$ cat src/rtl/id_ex_stage_pkg.sv
// Shared core definitions: datapath widths, ALU opcodes and the control bundle
// carried from decode through the ID/EX register into execute.
package id_ex_stage_pkg;

  localparam int REG_AW = 3;
  localparam int DATA_W = 16;
  localparam int OP_W   = 3;

  typedef enum logic [OP_W-1:0] {
    ALU_ADD = 3'd0,
    ALU_SUB = 3'd1,
    ALU_AND = 3'd2,
    ALU_OR  = 3'd3,
    ALU_XOR = 3'd4,
    ALU_SLT = 3'd5,
    ALU_SLL = 3'd6,
    ALU_SRL = 3'd7
  } alu_op_e;

  typedef struct packed {
    alu_op_e alu_op;
    logic    alusrc;
    logic    regwrite;
    logic    memread;
    logic    memwrite;
  } id_ex_ctrl_t;

  localparam id_ex_ctrl_t CTRL_BUBBLE = '0;

endpackage

$ cat src/rtl/id_ex_stage_load_use_detect.sv
// Combinational load-use hazard compare between the load in EX and the
// instruction in ID; register 0 is compared like any other, as in forwarding.
module load_use_detect
  import id_ex_stage_pkg::*;
#(
  parameter int AW = REG_AW
) (
  input  logic          i_ex_valid,
  input  logic          i_ex_memread,
  input  logic          i_ex_regwrite,
  input  logic [AW-1:0] i_ex_rd,
  input  logic          i_id_valid,
  input  logic [AW-1:0] i_id_rs1,
  input  logic [AW-1:0] i_id_rs2,
  input  logic          i_id_uses_rs1,
  input  logic          i_id_uses_rs2,
  output logic          o_load_use
);

  logic w_exIsLoad;
  logic w_hitRs1;
  logic w_hitRs2;

  assign w_exIsLoad = i_ex_valid & i_ex_memread & i_ex_regwrite;
  assign w_hitRs1   = i_id_uses_rs1 & (i_ex_rd == i_id_rs1);
  assign w_hitRs2   = i_id_uses_rs2 & (i_ex_rd == i_id_rs2);
  assign o_load_use = w_exIsLoad & i_id_valid & (w_hitRs1 | w_hitRs2);

endmodule

$ cat src/rtl/id_ex_stage.sv
// ID/EX pipeline register with load-use interlock, flush/hold handling and a
// saturating count of load-use bubbles.
module id_ex_stage #(
  parameter int REG_AW = id_ex_stage_pkg::REG_AW,
  parameter int DATA_W = id_ex_stage_pkg::DATA_W,
  parameter int OP_W   = id_ex_stage_pkg::OP_W,
  parameter int CNT_W  = 16
) (
  input  logic              clk,
  input  logic              rst_n,
  input  logic              id_valid,
  input  logic [REG_AW-1:0] id_rs1,
  input  logic [REG_AW-1:0] id_rs2,
  input  logic              id_uses_rs1,
  input  logic              id_uses_rs2,
  input  logic [REG_AW-1:0] id_rd,
  input  logic [DATA_W-1:0] id_rd1_data,
  input  logic [DATA_W-1:0] id_rd2_data,
  input  logic [DATA_W-1:0] id_imm,
  input  logic [OP_W-1:0]   id_alu_op,
  input  logic              id_alusrc,
  input  logic              id_regwrite,
  input  logic              id_memread,
  input  logic              id_memwrite,
  input  logic              flush,
  input  logic              ex_hold,
  output logic              id_stall,
  output logic              ex_valid,
  output logic [REG_AW-1:0] ex_rs1,
  output logic [REG_AW-1:0] ex_rs2,
  output logic [REG_AW-1:0] ex_rd,
  output logic [DATA_W-1:0] ex_rd1_data,
  output logic [DATA_W-1:0] ex_rd2_data,
  output logic [DATA_W-1:0] ex_imm,
  output logic [OP_W-1:0]   ex_alu_op,
  output logic              ex_alusrc,
  output logic              ex_regwrite,
  output logic              ex_memread,
  output logic              ex_memwrite,
  output logic [CNT_W-1:0]  bubble_cnt
);

  import id_ex_stage_pkg::*;

  logic              r_valid;
  logic [REG_AW-1:0] r_rs1;
  logic [REG_AW-1:0] r_rs2;
  logic [REG_AW-1:0] r_rd;
  logic [DATA_W-1:0] r_rd1;
  logic [DATA_W-1:0] r_rd2;
  logic [DATA_W-1:0] r_imm;
  id_ex_ctrl_t       r_ctrl;
  logic [CNT_W-1:0]  r_cnt;

  logic              w_loadUse;
  id_ex_ctrl_t       w_idCtrl;

  load_use_detect #(.AW(REG_AW)) u_load_use_detect (
    .i_ex_valid    (r_valid),
    .i_ex_memread  (r_ctrl.memread),
    .i_ex_regwrite (r_ctrl.regwrite),
    .i_ex_rd       (r_rd),
    .i_id_valid    (id_valid),
    .i_id_rs1      (id_rs1),
    .i_id_rs2      (id_rs2),
    .i_id_uses_rs1 (id_uses_rs1),
    .i_id_uses_rs2 (id_uses_rs2),
    .o_load_use    (w_loadUse)
  );

  // Side-effecting control is gated by id_valid so a non-instruction never writes.
  assign w_idCtrl = '{
    alu_op:   alu_op_e'(id_alu_op),
    alusrc:   id_alusrc,
    regwrite: id_regwrite & id_valid,
    memread:  id_memread & id_valid,
    memwrite: id_memwrite & id_valid
  };

  assign id_stall = w_loadUse | ex_hold;

  always_ff @(posedge clk or negedge rst_n) begin
    if (!rst_n) begin
      r_valid <= 1'b0;
      r_rs1   <= '0;
      r_rs2   <= '0;
      r_rd    <= '0;
      r_rd1   <= '0;
      r_rd2   <= '0;
      r_imm   <= '0;
      r_ctrl  <= CTRL_BUBBLE;
      r_cnt   <= '0;
    end else if (flush || (!ex_hold && w_loadUse)) begin
      // Flush outranks hold so a killed instruction cannot linger in EX.
      r_valid <= 1'b0;
      r_rs1   <= '0;
      r_rs2   <= '0;
      r_rd    <= '0;
      r_rd1   <= '0;
      r_rd2   <= '0;
      r_imm   <= '0;
      r_ctrl  <= CTRL_BUBBLE;
      if (!flush && (r_cnt != {CNT_W{1'b1}})) begin
        r_cnt <= r_cnt + 1'b1;
      end
    end else if (!ex_hold) begin
      r_valid <= id_valid;
      r_rs1   <= id_rs1;
      r_rs2   <= id_rs2;
      r_rd    <= id_rd;
      r_rd1   <= id_rd1_data;
      r_rd2   <= id_rd2_data;
      r_imm   <= id_imm;
      r_ctrl  <= w_idCtrl;
    end
  end

  assign ex_valid    = r_valid;
  assign ex_rs1      = r_rs1;
  assign ex_rs2      = r_rs2;
  assign ex_rd       = r_rd;
  assign ex_rd1_data = r_rd1;
  assign ex_rd2_data = r_rd2;
  assign ex_imm      = r_imm;
  assign ex_alu_op   = r_ctrl.alu_op;
  assign ex_alusrc   = r_ctrl.alusrc;
  assign ex_regwrite = r_ctrl.regwrite;
  assign ex_memread  = r_ctrl.memread;
  assign ex_memwrite = r_ctrl.memwrite;
  assign bubble_cnt  = r_cnt;

endmodule

$ cat config.mk
export PLATFORM = sky130hd
export DESIGN_NAME = id_ex_stage
export DESIGN_NICKNAME = d
export VERILOG_FILES = /design/src/rtl/id_ex_stage_pkg.sv /design/src/rtl/id_ex_stage_load_use_detect.sv /design/src/rtl/id_ex_stage.sv
export SDC_FILE = /design/constraint.sdc
export NUM_CORES = 1
export LEC_CHECK = 0
export ABC_AREA = 1
export BUFFER_PORTS_ARGS = -buffer_cell sky130_fd_sc_hd__buf_2
export CAP_MARGIN = 5
export CORE_ASPECT_RATIO = 1.5
export CORE_MARGIN = 3
export CORE_UTILIZATION = 45
export CTS_CLUSTER_DIAMETER = 80
export DETAILED_ROUTE_END_ITERATION = 12
export HOLD_SLACK_MARGIN = 0.06
export MAX_ROUTING_LAYER = met4
export PLACE_DENSITY = 0.76
export SETUP_SLACK_MARGIN = 0.2
export SLEW_MARGIN = 20
export SYNTH_ARGS = -nofsm -noshare
export SYNTH_HDL_FRONTEND = slang
export SYNTH_HIERARCHICAL = 1
export SYNTH_SLANG_ARGS = --single-unit
export TNS_END_PERCENT = 10
$ cat constraint.sdc
create_clock -name clk -period 4 [get_ports clk]
set_input_delay 0.6 -clock clk [delete_from_list [all_inputs] [get_ports clk]]
set_output_delay 0.6 -clock clk [all_outputs]
set_load 0.01 [all_outputs]
Word-level counts from Yosys, hierarchy flattened
Index checks and enable logic that the tools add are counted.
{"block": "totals", "register_bits": 81, "in_bits": 71, "output_inout_bits": 82, "wordCells": 51}
{"block": "classes", "add_sub_neg": 1, "n_eq_ne": 4, "mux": 16, "bitwise": 11, "reduce_logical": 6}
{"operator": "two-way mux 16 bit", "count": 6}
{"operator": "two-way mux 3 bit", "count": 6}
{"operator": "adder 16 x 1 -> 16 bit (second input constant)", "count": 1}
{"operator": "inequality test 16 bit (second input constant)", "count": 1}
{"operator": "two-way mux 7 bit", "count": 2}
{"operator": "bitwise AND 1 bit", "count": 9}
{"operator": "equality test 3 bit", "count": 2}
{"operator": "logical AND 1 bit", "count": 2}
{"operator": "logical NOT 1 bit", "count": 2}
{"operator": "two-way mux 1 bit", "count": 2}
{"operator": "inequality test 2 x 1 -> 1 bit (second input constant)", "count": 1}
{"operator": "OR 1 bit", "count": 2}
{"operator": "AND reduction 2 bit", "count": 1}
{"operator": "logical OR 1 bit", "count": 1}

Longest topological paths before layout
{"block": "logic_depth", "ltp_word": 7, "depth_mapped": 14, "mapped_depth_nobuf": 13}

Modules after synthesis
The synthesis kept the hierarchy.
{"mod": "id_ex_stage", "n_inst": 1, "cells_each": 311, "area_each_um2": 3425.8, "seq_area_each_um2": 2026.9}
{"mod": "load_use_detect", "n_inst": 1, "cells_each": 34, "area_each_um2": 140.1, "seq_area_each_um2": 0.0}

Worst setup path after synthesis
No wires, ideal clock.
{"block": "synth_timing", "kind": "input to register", "startpoint": "input id_rs2[0]", "endpoint": "register r_rd2[0] (netlist: ex_rd2_data[0])", "setup_time_ns": 0.122, "arrival_time_ns": 1.711, "required_time_ns": 3.878, "setup_slack_ns": 2.168, "path_stages": 12, "n_path_buf": 2, "path_cell_list": "inv_1 > nand2_1 > nand2_1 > nor2_1 > nand2_1 > a21oi_2 > nor2_1 > inv_1 > nor2_1 > buf_2 > buf_2 > a32o_1"}
{"block": "synth_between", "elab_chain_cells": 7, "elab_cells_between_ends": 8, "classes_between": "eq/ne: 2; mux: 1; bitwise: 3; reduce/logical: 2"}
{"item": "from (decl)", "line_no": "id_ex_stage.sv:13", "text": "input logic [REG_AW-1:0] id_rs2,"}
{"item": "equality test 3 bit (*)", "line_no": "id_ex_stage_load_use_detect.sv:26", "text": "assign w_hitRs2 = i_id_uses_rs2 & (i_ex_rd == i_id_rs2);"}
{"item": "bitwise AND 1 bit (*)", "line_no": "id_ex_stage_load_use_detect.sv:26"}
{"item": "OR 1 bit (*)", "line_no": "id_ex_stage_load_use_detect.sv:27", "text": "assign o_load_use = w_exIsLoad & i_id_valid & (w_hitRs1 | w_hitRs2);"}
{"item": "bitwise AND 1 bit (*)", "line_no": "id_ex_stage_load_use_detect.sv:27"}
{"item": "via w_loadUse", "line_no": "id_ex_stage.sv:55", "text": "logic w_loadUse;"}
{"item": "logical AND 1 bit (*)", "line_no": "id_ex_stage.sv:93", "text": "end else if (flush || (!ex_hold && w_loadUse)) begin"}
{"item": "logical OR 1 bit (*)", "line_no": "id_ex_stage.sv:93"}
{"item": "inequality test 2 x 1 -> 1 bit (no line) / two-way mux 16 bit (equally long branches)"}
{"item": "to (signal assigned)", "line_no": "id_ex_stage.sv:112", "text": "r_rd2 <= id_rd2_data;"}
{"item": "to (decl)", "line_no": "id_ex_stage.sv:50", "text": "logic [DATA_W-1:0] r_rd2;"}
Mark *: on every way through the listed nets, which the timed path passes. The rest lies on a longest branch.
A chain may end at the register's enable or synchronous reset.

Final worst setup path
{"block": "layout_timing", "startpoint": "register r_rd[2] (netlist: ex_rd[2])", "endpoint": "register r_imm[0] (netlist: ex_imm[0])"}
{"block": "layout_between", "elab_chain_cells": 7, "elab_cells_between_ends": 10, "classes_between": "eq/ne: 3; mux: 1; bitwise: 4; reduce/logical: 2"}
{"item": "from (decl)", "line_no": "id_ex_stage.sv:48", "text": "logic [REG_AW-1:0] r_rd;"}
{"item": "from (signal assigned)", "line_no": "id_ex_stage.sv:110", "text": "r_rd <= id_rd;"}
{"item": "equality test 3 bit, on equally long branches", "line_no": "id_ex_stage_load_use_detect.sv:25, id_ex_stage_load_use_detect.sv:26"}
{"item": "bitwise AND 1 bit, on equally long branches", "line_no": "id_ex_stage_load_use_detect.sv:25, id_ex_stage_load_use_detect.sv:26"}
{"item": "OR 1 bit (*)", "line_no": "id_ex_stage_load_use_detect.sv:27"}
{"item": "bitwise AND 1 bit (*)", "line_no": "id_ex_stage_load_use_detect.sv:27"}
{"item": "via w_loadUse", "line_no": "id_ex_stage.sv:55"}
{"item": "logical AND 1 bit (*)", "line_no": "id_ex_stage.sv:93"}
{"item": "logical OR 1 bit (*)", "line_no": "id_ex_stage.sv:93"}
{"item": "inequality test 2 x 1 -> 1 bit (no line) / two-way mux 16 bit (equally long branches)"}
{"item": "to (signal assigned)", "line_no": "id_ex_stage.sv:113", "text": "r_imm <= id_imm;"}
{"item": "to (decl)", "line_no": "id_ex_stage.sv:51", "text": "logic [DATA_W-1:0] r_imm;"}
Marked as above.

==> run_results.csv <==
group,metric,value,unit
status,status,"finished, final reports clean",
layout,nets,559,
setup_path,r2r_cells,11,
setup_path,path_max_fanout,37,
clock_tree,worstSkewPairLatency,0.32,ns
die,dieArea,0.009051,mm2
die,fp.dieW,78.69,um
die,num_rows,39,
global_route,grt_pass1_vias,3117,
die,core-area,0.007661,mm2
timing,finalHoldViolCount,0,
clock_tree,postCtsHoldBufs,0,
global_route,grt_max_degree,82,
hold_path,holdCritPathClass,"input port to async pin",
logic_synthesis,yosysSeqAreaShare,56.84,%
layout,syn_to_final_growth,31.86,%
power,p_total,2.081,mW
logic_synthesis,synth_edf_count,0,
logic_synthesis,ys.flop_type,"dfrtp_1",
timing,fin_crit_sh,55.67,%
setup_path,crit-reg2reg-launch,"ex_rd[2]",
clock_tree,clk_pin_slew,0.06,ns
setup_path,startpoint_type,"flip-flop",
power,cellLeakagePower,2.489,nW
layout,drive_gt1_share,37.60,%
logic_synthesis,synthesis.instances,345,
global_route,antenna_found_initial,0,
clock_tree,clk_path_buf_depth,2,
global_route,grt_pass1_wl,14.72,mm
logic_synthesis,syn-num-nets,417,
timing,slew_headroom,32.95,%
setup_path,r2r_end,"ex_imm[0]",
global_route,grt_usage,21.22,%
global_route,gr-total-overflow,0,
clock_tree,clock-sinks,81,
placed_design,gp_congestion,0.7869,
logic_synthesis,synth_area_per_cell,10.34,um2
timing,tightest_slew,1.006,ns
timing,rsz0062_at_grt,"false",
setup_path,endpoint,"ex_imm[0]",
placed_design,port_buffers,152,
clock_tree,post_cts_buffers,0,
logic_synthesis,synthMostInstantiatedCell,"nand2_1",
route,drc,0,
setup_path,crit_required,4.25,ns
layout,multi_input_area,0.001333,mm2
clock_tree,cts_resized,0,
setup_path,reg2reg_setup_slack,1.77,ns
layout,antenna_cells,0,
layout,fillers,648,
die,initial_core_util,46.55,%
timing,drv_slew,0,
placed_design,post-dp-hpwl,6.553,mm
clock_tree,cts_buffers,9,
logic_synthesis,yosys.area.top_type,"dfrtp_1",
logic_synthesis,synth.distinct_cells,22,
route,vias,3209,
timing,clock.fmax,449.1,MHz
power,ir_drop,0.3312,mV
layout,ff_latch_area,0.002027,mm2
logic_synthesis,synth_seq_cells,81,
timing,finalSetupTns,0,ns
route,wl_per_cell,15.75,um
die,die_height,115.0,um
logic_synthesis,yosys-top-cells-area,"dfrtp_1 (57%), a32o_1 (17%), nand2_1 (8.6%)",
timing,period_needed,2.227,ns
setup_path,critical_path_class,"flip-flop to flip-flop",
setup_path,critPathArrivalTime,2.48,ns
power,cellPowerDensity,442.6,mW/mm2
setup_path,critPathLaunch,"ex_rd[2]",
logic_synthesis,yosysWarnings,6,
logic_synthesis,synth_top_area_share,56.84,%
die,io_pins,153,
route,route.antenna.remaining_nets,0,
route,dr.pass1.iters,6,
layout,postLayoutCoreUtil,61.38,%
logic_synthesis,synth_area,0.003566,mm2
logic_synthesis,synthTopCellsByCount,"nand2_1 (82), dfrtp_1 (81), a32o_1 (62)",
setup_path,worstSetupEndpointType,"flip-flop",
clock_tree,cts-root-buf,"clkbuf_16",
timing,finalSetupViolCount,0,
logic_synthesis,async_reset_ff_share,100.0,%
clock_tree,cts_tree,"built",
clock_tree,h-tree-depth,3,
run,maxCapViolations,0,
route,wirelength,9.354,mm
route,drt_iter0_drc,223,
route,viasPerCell,5.402,
timing,clock-skew-final,0.006339,ns
metal layers:
metal | global-route usage [%] | up-vias | wire length, um
met2 | 36.42 | 106 | 5188
met4 | 7.001 | 0 | 57
met1 | 24.64 | 1589 | 3578
met5 | - | - | 0
li1 | - | 1508 | -
met3 | 4.545 | 6 | 530
how the worst min path moves through the flow:
stage                               end   startpoint  slack [ns]
after floorplan           bubble_cnt[0]        rst_n        0.30
final                     bubble_cnt[2]        rst_n        0.42
after global routing      bubble_cnt[2]        rst_n        0.48
after CTS                 bubble_cnt[2]        rst_n        0.48
after global placement      ex_memwrite  ex_memwrite        0.49
after detailed placement    ex_memwrite  ex_memwrite        0.49
report_power, final:
| part | switching [mW] | internal, mW |
|---|---|---|
| logic | 0.154 | 0.116 |
| clock network | 0.308 | 0.581 |
| registers | 0.0489 | 0.874 |
cell type report:
cell class / instances / area share (%)
clock buffers: 12 / 5.455
repair buffers: 155 / 16.71
clock inverters: 4 / 1.597
flip-flops and latches: 81 / 43.11
inverters: 26 / 2.076
well taps: 102 / 2.714
multi-input cells: 214 / 28.34
flip-flops by register name, summed over array words and instances, names as in the netlist, 3 cells and up:
name	count
ex_rd1_data	16
ex_rs2	3
bubble_cnt	16
ex_rd2_data	16
ex_rs1	3
ex_alu_op	3
ex_rd	3
ex_imm	16
stage by stage:
step | area [um2] | hold WS [ns] | cells | setup WS [ns]
2_1_floorplan | 3566 | 0.3044 | 345 | 2.168
3_3_place_gp | 4370 | 0.4941 | 578 | 1.503
3_5_place_dp | 4370 | 0.4947 | 578 | 1.448
4_1_cts | 4702 | 0.4773 | 594 | 1.739
5_1_grt | 4702 | 0.4777 | 594 | 1.507
6_report | 4702 | 0.4227 | 594 | 1.773
cell usage in the layout, fill, tap and decap left out, types with 4 or more instances in the layout:
| cell type | Yosys | final |
|---|---|---|
| nor2_4 | 3 | 4 |
| buf_4 | 0 | 4 |
| nor2_1 | 20 | 19 |
| dfrtp_1 | 81 | 81 |
| nand3_1 | 27 | 27 |
| a32o_1 | 62 | 62 |
| inv_1 | 24 | 23 |
| nand2_1 | 82 | 82 |
| buf_2 | 9 | 151 |
| clkbuf_16 | 0 | 9 |
cells by family after synthesis:
family | Yosys count | share of synthesized area (%)
AOI/OAI and AO/OA | 63 | 17.65
xor gates and xnor gates | 5 | 1.228
adders and majority gates | 1 | 0.3508
buffers and inverters | 50 | 6.000
DFF | 81 | 56.84
and+or+nand+nor | 145 | 17.93
worst max-delay path, cell delays in order (launching register included):
cell and delay, ns:
dfrtp_1 0.42, inv_2 0.08, nand2_1 0.05, nand2_1 0.07, nor2_2 0.03, nand2_1 0.06
a21oi_2 0.06, nor2_1 0.10, inv_1 0.08, nor2_4 0.53, buf_4 0.47, a32o_1 0.20
(Power assumes the default switching activity.)
